## src/rtl/arena_uart_tx.sv

```systemverilog
// arena_uart_tx: snapshots arena/bomb/player state on a strobe rising edge and streams it as an 8N1 UART packet.
// Optional ARENA_TX_CHECKSUM_EN appends an XOR checksum byte after byte 42.
module arena_uart_tx #(
  parameter int CLK_HZ = 100_000_000,
  parameter int BAUD = 115200,
  parameter logic [7:0] HDR = 8'hA5
) (
  input  logic clk,
  input  logic rst,
  input  logic i_snap_stb,
  input  logic [99:0] i_arena_0,
  input  logic [99:0] i_bombs_0,
  input  logic [99:0] i_bombs_1,
  input  logic [3:0] i_playerAx,
  input  logic [3:0] i_playerAy,
  input  logic [3:0] i_playerBx,
  input  logic [3:0] i_playerBy,
  input  logic [1:0] i_healthA,
  input  logic [1:0] i_healthB,
  input  logic [1:0] i_game_state,
  output logic o_tx,
  output logic o_busy,
  output logic o_drop
);
  localparam int DIV = CLK_HZ / BAUD;
  localparam int CW = $clog2(DIV);
`ifdef ARENA_TX_CHECKSUM_EN
  localparam int L = 44;
`else
  localparam int L = 43;
`endif
  typedef enum logic [1:0] {IDLE, START, DATA, STOP} state_t;
  state_t state, state_n;
  logic stb_q, stb_rise, tick;
  logic [CW-1:0] cnt;
  logic [2:0] bit_cnt;
  logic [5:0] idx;
  logic [7:0] sh, cur;
  logic [L-1:0][7:0] pkt, pkt_d;
  assign stb_rise = i_snap_stb & ~stb_q;
  assign tick = cnt == CW'(DIV - 1);
`ifdef ARENA_TX_CHECKSUM_EN
  logic [7:0] chk;
  assign pkt_d = {8'h00, 2'b00, i_game_state, i_healthA, i_healthB, i_playerBx, i_playerBy,
                  i_playerAx, i_playerAy, 4'b0, i_bombs_1, 4'b0, i_bombs_0, 4'b0, i_arena_0, HDR};
  assign cur = idx == 6'(L - 1) ? chk : pkt[idx];
  always_ff @(posedge clk)
    if (rst || (state == IDLE && stb_rise)) chk <= '0;
    else if (state == START && tick) chk <= chk ^ cur;
`else
  assign pkt_d = {2'b00, i_game_state, i_healthA, i_healthB, i_playerBx, i_playerBy,
                  i_playerAx, i_playerAy, 4'b0, i_bombs_1, 4'b0, i_bombs_0, 4'b0, i_arena_0, HDR};
  assign cur = pkt[idx];
`endif
  always_ff @(posedge clk) state <= rst ? IDLE : state_n;
  always_comb begin
    state_n = state;
    unique case (state)
      IDLE:    state_n = stb_rise ? START : IDLE;
      START:   state_n = tick ? DATA : START;
      DATA:    state_n = tick && bit_cnt == 3'd7 ? STOP : DATA;
      default: state_n = tick ? (idx == 6'(L - 1) ? IDLE : START) : STOP;
    endcase
  end
  always_comb begin
    o_tx = state == START ? 1'b0 : state == DATA ? sh[0] : 1'b1;
    o_busy = state != IDLE;
  end
  always_ff @(posedge clk)
    if (state == IDLE && stb_rise) pkt <= pkt_d;
  // The byte is fetched at the end of its start bit, so the snapshot is already stable.
  always_ff @(posedge clk) begin
    if (rst) begin
      stb_q <= 1'b1;
      cnt <= '0;
      bit_cnt <= '0;
      idx <= '0;
      sh <= '0;
      o_drop <= 1'b0;
    end else begin
      stb_q <= i_snap_stb;
      o_drop <= stb_rise && state != IDLE;
      cnt <= state == IDLE || tick ? '0 : cnt + 1'b1;
      if (state == IDLE && stb_rise) idx <= '0;
      if (state == START && tick) sh <= cur;
      if (state == DATA && tick) begin
        sh <= sh >> 1;
        bit_cnt <= bit_cnt + 1'b1;
      end
      if (state == STOP && tick) idx <= idx + 1'b1;
    end
  end
endmodule

```

## config.mk

```make
export PLATFORM = sky130hd
export DESIGN_NAME = arena_uart_tx
export DESIGN_NICKNAME = d
export VERILOG_FILES = /design/src/rtl/arena_uart_tx.sv
export SDC_FILE = /design/constraint.sdc
export NUM_CORES = 1
export LEC_CHECK = 0
export BUFFER_PORTS_ARGS = -buffer_cell sky130_fd_sc_hd__buf_2
export CAP_MARGIN = 30
export CORE_MARGIN = 1.5
export CORE_UTILIZATION = 50
export CTS_BUF_LIST = sky130_fd_sc_hd__clkbuf_8
export CTS_CLUSTER_SIZE = 25
export DETAILED_ROUTE_END_ITERATION = 16
export PLACE_DENSITY = 0.78
export SYNTH_ARGS = -nofsm -noshare
export SYNTH_HDL_FRONTEND = slang
export SYNTH_SLANG_ARGS = --single-unit
export TNS_END_PERCENT = 20
```

## constraint.sdc

```tcl
create_clock -name clk -period 8.98 [get_ports clk]
set_input_delay 1.796 -clock clk [delete_from_list [all_inputs] [get_ports clk]]
set_output_delay 1.796 -clock clk [all_outputs]
set_load 0.005 [all_outputs]
```

-- Yosys cells after proc, flatten, opt, wreduce, memory -nomap -nowiden
Index checks and enable logic that the tools add are counted.
- bitwise gates (word level): 2
- equal/unequal tests: 6
- mux-type cells: 14
- reduce and logical (&&, ||, !) cells: 13
- order comparisons: 1
- $add $sub $neg: 3
- operators by type and width (kind ; count):
    binary-select mux 8 bit (select 6 bit) ; 1
    two-way mux 7 bit ; 2
    two-way mux 6 bit ; 2
    adder 10 x 1 -> 10 bit (second input constant) ; 1
    equality test 10 bit (second input constant) ; 1
    two-way mux 8 bit ; 1
    < comparator 6 x 7 -> 1 bit (second input constant) ; 1
    adder 6 x 1 -> 6 bit (second input constant) ; 1
    equality test 6 bit (second input constant) ; 1
    logical AND 1 bit ; 6
    case mux 2 bit (3 select lines) ; 1
    nonzero test 2 bit ; 3
    two-way mux 1 bit ; 5
    equality test 2 bit (second input constant) ; 2
    two-way mux 2 bit ; 2
    OR reduction 2 bit ; 2
    adder 3 x 1 -> 3 bit (second input constant) ; 1
    equality test 3 bit (second input constant) ; 1
    equality test 2 x 1 -> 1 bit (second input constant) ; 1
    logical NOT 2 bit ; 1
    bitwise AND 1 bit ; 1
    logical OR 1 bit ; 1
    NOT 1 bit ; 1
- input bits: 325
- flip-flop bits (word level): 353
- word-level logic and storage cells: 89
- output and inout bits: 3

-- Logic depth before layout (Yosys ltp)
- word-level depth: 5
- mapped depth: 10
- depth with buffers taken out: 7

-- Worst setup path after synthesis
No wires, ideal clock.
- path kind: input to register
- from: input i_snap_stb
- to: register idx[4]
- slack: -0.545 ns
- stages: 6
- buffers on the path: 0
- library setup time: 0.133 ns
- data required time: 8.847 ns
- arrival time: 9.392 ns
- cell sequence: nand2b_1 > or3_1 > inv_1 > nor2_1 > o21ai_0 > o41ai_1
- longest elaborated chain between the ends: 3
- RTL lines (element ; RTL line ; source):
    start, declared ; 10 ; input logic i_snap_stb,
    bitwise AND 1 bit ; 40 ; assign stb_rise = i_snap_stb & ~stb_q;
    logical AND 1 bit ; 84 ; if (state == IDLE && stb_rise) idx <= '0;
    nonzero test 2 bit (no source line) ; n/a ;
    end signal, assigned ; 90 ; if (state == STOP && tick) idx <= idx + 1'b1;
    end, declared ; 37 ; logic [5:0] idx;
Every way passes these cells.
A chain may end at the register's enable or synchronous reset.

-- Final worst setup path
- from: register state[0]
- to: output o_tx
- longest elaborated chain between the ends: 3
- elaborated cells between the ends (all ways): 4
- classes of those cells: eq/ne (2); mux (2)
- RTL lines (element ; RTL line ; source):
    start, declared ; 33 ; state_t state, state_n;
    start signal, assigned ; 55 ; always_ff @(posedge clk) state <= rst ? IDLE : state_n;
    equality test 2 bit ; 66 ; o_tx = state == START ? 1'b0 : state == DATA ? sh[0] : 1'b1;
    two-way mux 1 bit ; 66 ;
    two-way mux 1 bit (*) ; 66 ;
    end, declared ; 21 ; output logic o_tx,
Every way passes the cells marked *; elsewhere a longest branch is shown, timed or not.

==> impl_metrics.py <==
metrics = {
    "outcome": {
        "outcome": "finished, final reports clean",
    },
    "sta": {
        "maxSlewViolCount": 0,
        "finalSetupViolations": 0,
        "slew_headroom": 0.398,
        "hold_violations": 0,
        "final.min_clock_period_ps": 3800,
        "clock_skew_ps": 28.7,
        "max_freq_ghz": 0.263,
        "worst_slew_pin_slew_ps": 901,
        "rsz0062_at_grt": "false",
        "fin_setup_tns_ps": 0,
        "fin_ws_ps": 5180,
        "min_period_over_period": 0.424,
    },
    "setup_path": {
        "path_class": "flop to primary output",
        "crit_arrival_ps": 2010,
        "cp.required_ps": 7180,
        "endpoint_kind": "primary output",
        "cp_max_fo": 11,
        "endpoint": "o_tx",
        "critPathLaunch": "state[0]$_SDFF_PP0_",
        "r2r_end": "sh[0]$_SDFFE_PP0P_",
        "start_kind": "flop",
        "rrSetupSlack_ps": 5610,
        "worstRegToRegCells": 7,
        "reg2reg_from": "idx[0]$_SDFFE_PP0P_",
    },
    "grt": {
        "grt_pass1_vias": 8752,
        "grt.overflow.total": 0,
        "grt_pass1_wl_um": 47900,
        "antenna_found_initial": 13,
        "grt_max_degree": 85,
        "grt_use_total": 0.226,
    },
    "floorplan": {
        "die_w_um": 170,
        "die-height_um": 170,
        "coreArea_um2": 27100,
        "pin_count": 328,
        "dieArea_um2": 28800,
        "row_count": 60,
        "start_util": 0.513,
    },
    "finish": {
        "design_area_um2": 17100,
        "areaGrowthSynthToFinish_pct": 22.7,
        "fill_cells": 2002,
        "fin_cells": 1539,
        "nNetsFinal": 1443,
        "drive_gt1_frac": 0.433,
    },
    "synthesis": {
        "syn-cell-area_um2": 13900,
        "synth_enable_flop_cells": 322,
        "syn_area_per_cell_um2": 18.4,
        "yosysWarnings": 0,
        "yosysSeqAreaShare": 0.740,
        "ys_ff_latch": 353,
        "ys_types": 57,
        "syn-num-nets": 1087,
        "async_flop_share": 0,
        "ys.flop_type": "edfxtp_1",
        "synth_cells": 757,
    },
    "clocking": {
        "cts_hold_buffers": 0,
        "clk_pin_slew_ps": 60,
        "cts-root-buf": "clkbuf_8",
        "cts_tree": "done",
        "clock-sinks": 353,
        "ctsResizeCount": 0,
        "clockBufferDepth": 3,
        "post_cts_buffers": 0,
        "htreeDepth": 2,
        "cts_buffers": 56,
        "worstSkewPairLatency_ps": 590,
    },
    "power": {
        "powerDensity_nw_per_um2": 192,
        "swShare": 0.206,
        "irDropWorstVdd_uv": 147,
        "power_frac_clock": 0.393,
        "leakagePower_nw": 6.12,
        "pwr-share-seq": 0.568,
        "p_int_mw": 2.60,
        "p_sw_mw": 0.674,
        "comb_power_share": 0.039,
    },
    "drt": {
        "remaining_drc_errors": 0,
        "antenna_left": 0,
        "vias": 8284,
        "drtIter0Drc": 732,
        "wl_per_cell_um": 21.1,
        "drt-total-wl_um": 32500,
        "post_drt_via_cell_ratio": 5.38,
        "dr.pass1.iters": 6,
    },
    "placement": {
        "place_inst": 1426,
        "pre_cts_slack_ps": 5180,
        "port_buffers": 327,
        "placed_cell_area_um2": 15900,
        "post-dp-hpwl_um": 22700,
        "gp_congestion": 0.856,
    },
    "min_path": {
        "min_path_type": "flop to flop",
    },
    "run": {
        "cap_viol_max_count": 0,
    },
}
-- stage by stage --
stage,utilization,power [mW],hold slack (ps)
floorplan,-,1.94,427
global placement,0.586,2.01,444
detailed placement,0.589,2.02,449
CTS,0.628,3.30,462
global route,0.630,3.38,480
finish,0.630,3.27,461
-- Yosys cell counts, drive strengths merged (3+ instances only) --
library cell  number  area share
edfxtp           322        0.70
mux4              62        0.10
nor2              40       0.011
dfxtp             31       0.045
nand2             30      0.0088
buf               27       0.011
mux2i             26       0.019
o21ai             22      0.0079
a21oi             20      0.0072
clkbuf            16      0.0043
mux2              16       0.013
nand3             12      0.0043
nor2b             11      0.0049
a211oi            10      0.0054
a21o               8      0.0043
o22ai              8      0.0036
inv                7      0.0019
nand2b             7      0.0031
nor3               6      0.0025
xor2               6      0.0038
a221oi             5      0.0031
ha                 5      0.0045
o211ai             5      0.0027
o2bb2ai            5      0.0031
o41ai              4      0.0025
xnor2              4      0.0025
a22oi              3      0.0016
nand3b             3      0.0016
nor4               3      0.0035
o2111ai            3      0.0019
or3                3      0.0013
-- how the worst min path moves through the flow --
stage | startpoint | to | slack [ps] | cells after the start
after floorplan | sh[1]$_SDFFE_PP0P_ | sh[1]$_SDFFE_PP0P_ | 430 | 2
after global placement | cnt[0]$_SDFF_PP0_ | cnt[0]$_SDFF_PP0_ | 440 | 1
after detailed placement | cnt[0]$_SDFF_PP0_ | cnt[0]$_SDFF_PP0_ | 450 | 1
after CTS | cnt[0]$_SDFF_PP0_ | cnt[0]$_SDFF_PP0_ | 460 | 1
after global routing | cnt[0]$_SDFF_PP0_ | cnt[0]$_SDFF_PP0_ | 480 | 1
final | cnt[0]$_SDFF_PP0_ | cnt[0]$_SDFF_PP0_ | 460 | 1
-- kinds of logic (layout without fill, tap and decap cells) --
group,after synthesis,after routing,share of synthesized area
adder cells (fa/ha/maj),5,5,0.00450
other,0,12,0
AO/OA/AOI/OAI,106,106,0.0513
multiplexers,104,104,0.132
flip-flops,353,353,0.740
AND/OR/NAND/NOR,129,129,0.0486
XOR/XNOR,10,10,0.00630
buffers and inverters,50,448,0.0175
-- state kept, by name (all words and copies together), names as in the netlist --
signal and count:
stb_q 1, idx 6, pkt 322, sh 8
o_drop 1, bit_cnt 3, cnt 10, state 2
-- cell usage in the layout, fill, tap and decap left out, drive strengths merged, types with 3 or more instances in the layout --
master / count
o211ai: 5
xnor2: 4
o22ai: 8
o2bb2ai: 5
a21o: 8
nor3: 6
or3: 3
nor2: 40
buf: 341
a21oi: 20
diode: 12
mux4: 62
a22oi: 3
nand3b: 3
a211oi: 10
nand2: 30
edfxtp: 322
o41ai: 4
inv: 27
nand2b: 7
a221oi: 5
nor4: 3
nor2b: 11
mux2i: 26
clkbuf: 61
ha: 5
o21ai: 22
clkinv: 16
xor2: 6
mux2: 16
dfxtp: 31
o2111ai: 3
nand3: 12
-- per-layer routing --
layer,global-route usage,vias to the layer above,wire [um],part of all wire
met5,0,-,13,0.00040
met3,0.0536,80,2310,0.071
met1,0.283,4025,12600,0.39
met2,0.377,388,16400,0.50
li1,-,3789,-,-
met4,0.102,2,1160,0.036
-- cell type report --
class | count | area (um2) | share of cell area
Antenna cell | 12 | 30.0 | 0.00176
Clock buffer | 61 | 840 | 0.0492
Clock inverter | 39 | 219 | 0.0128
Inverter | 7 | 30.0 | 0.00176
Multi-Input combinational cell | 354 | 3380 | 0.198
Sequential cell | 353 | 10300 | 0.603
Tap cell | 372 | 465 | 0.0273
Timing Repair Buffer | 341 | 1810 | 0.106
-- worst max-delay path: stages, from the launching register on --
cell and delay, ps:
dfxtp_1 550, nor2b_1 600, a21oi_1 110, buf_2 180
-- power groups by stage --
stage               sequential (mW)  combinational, mW  clock (mW)
floorplan                      1.90             0.0386           0
global placement               1.89              0.121           0
detailed placement             1.89              0.127           0
CTS                            1.86              0.128        1.32
global route                   1.86              0.139        1.38
finish                         1.86              0.128        1.29
Power figures use the tool's default switching activity.
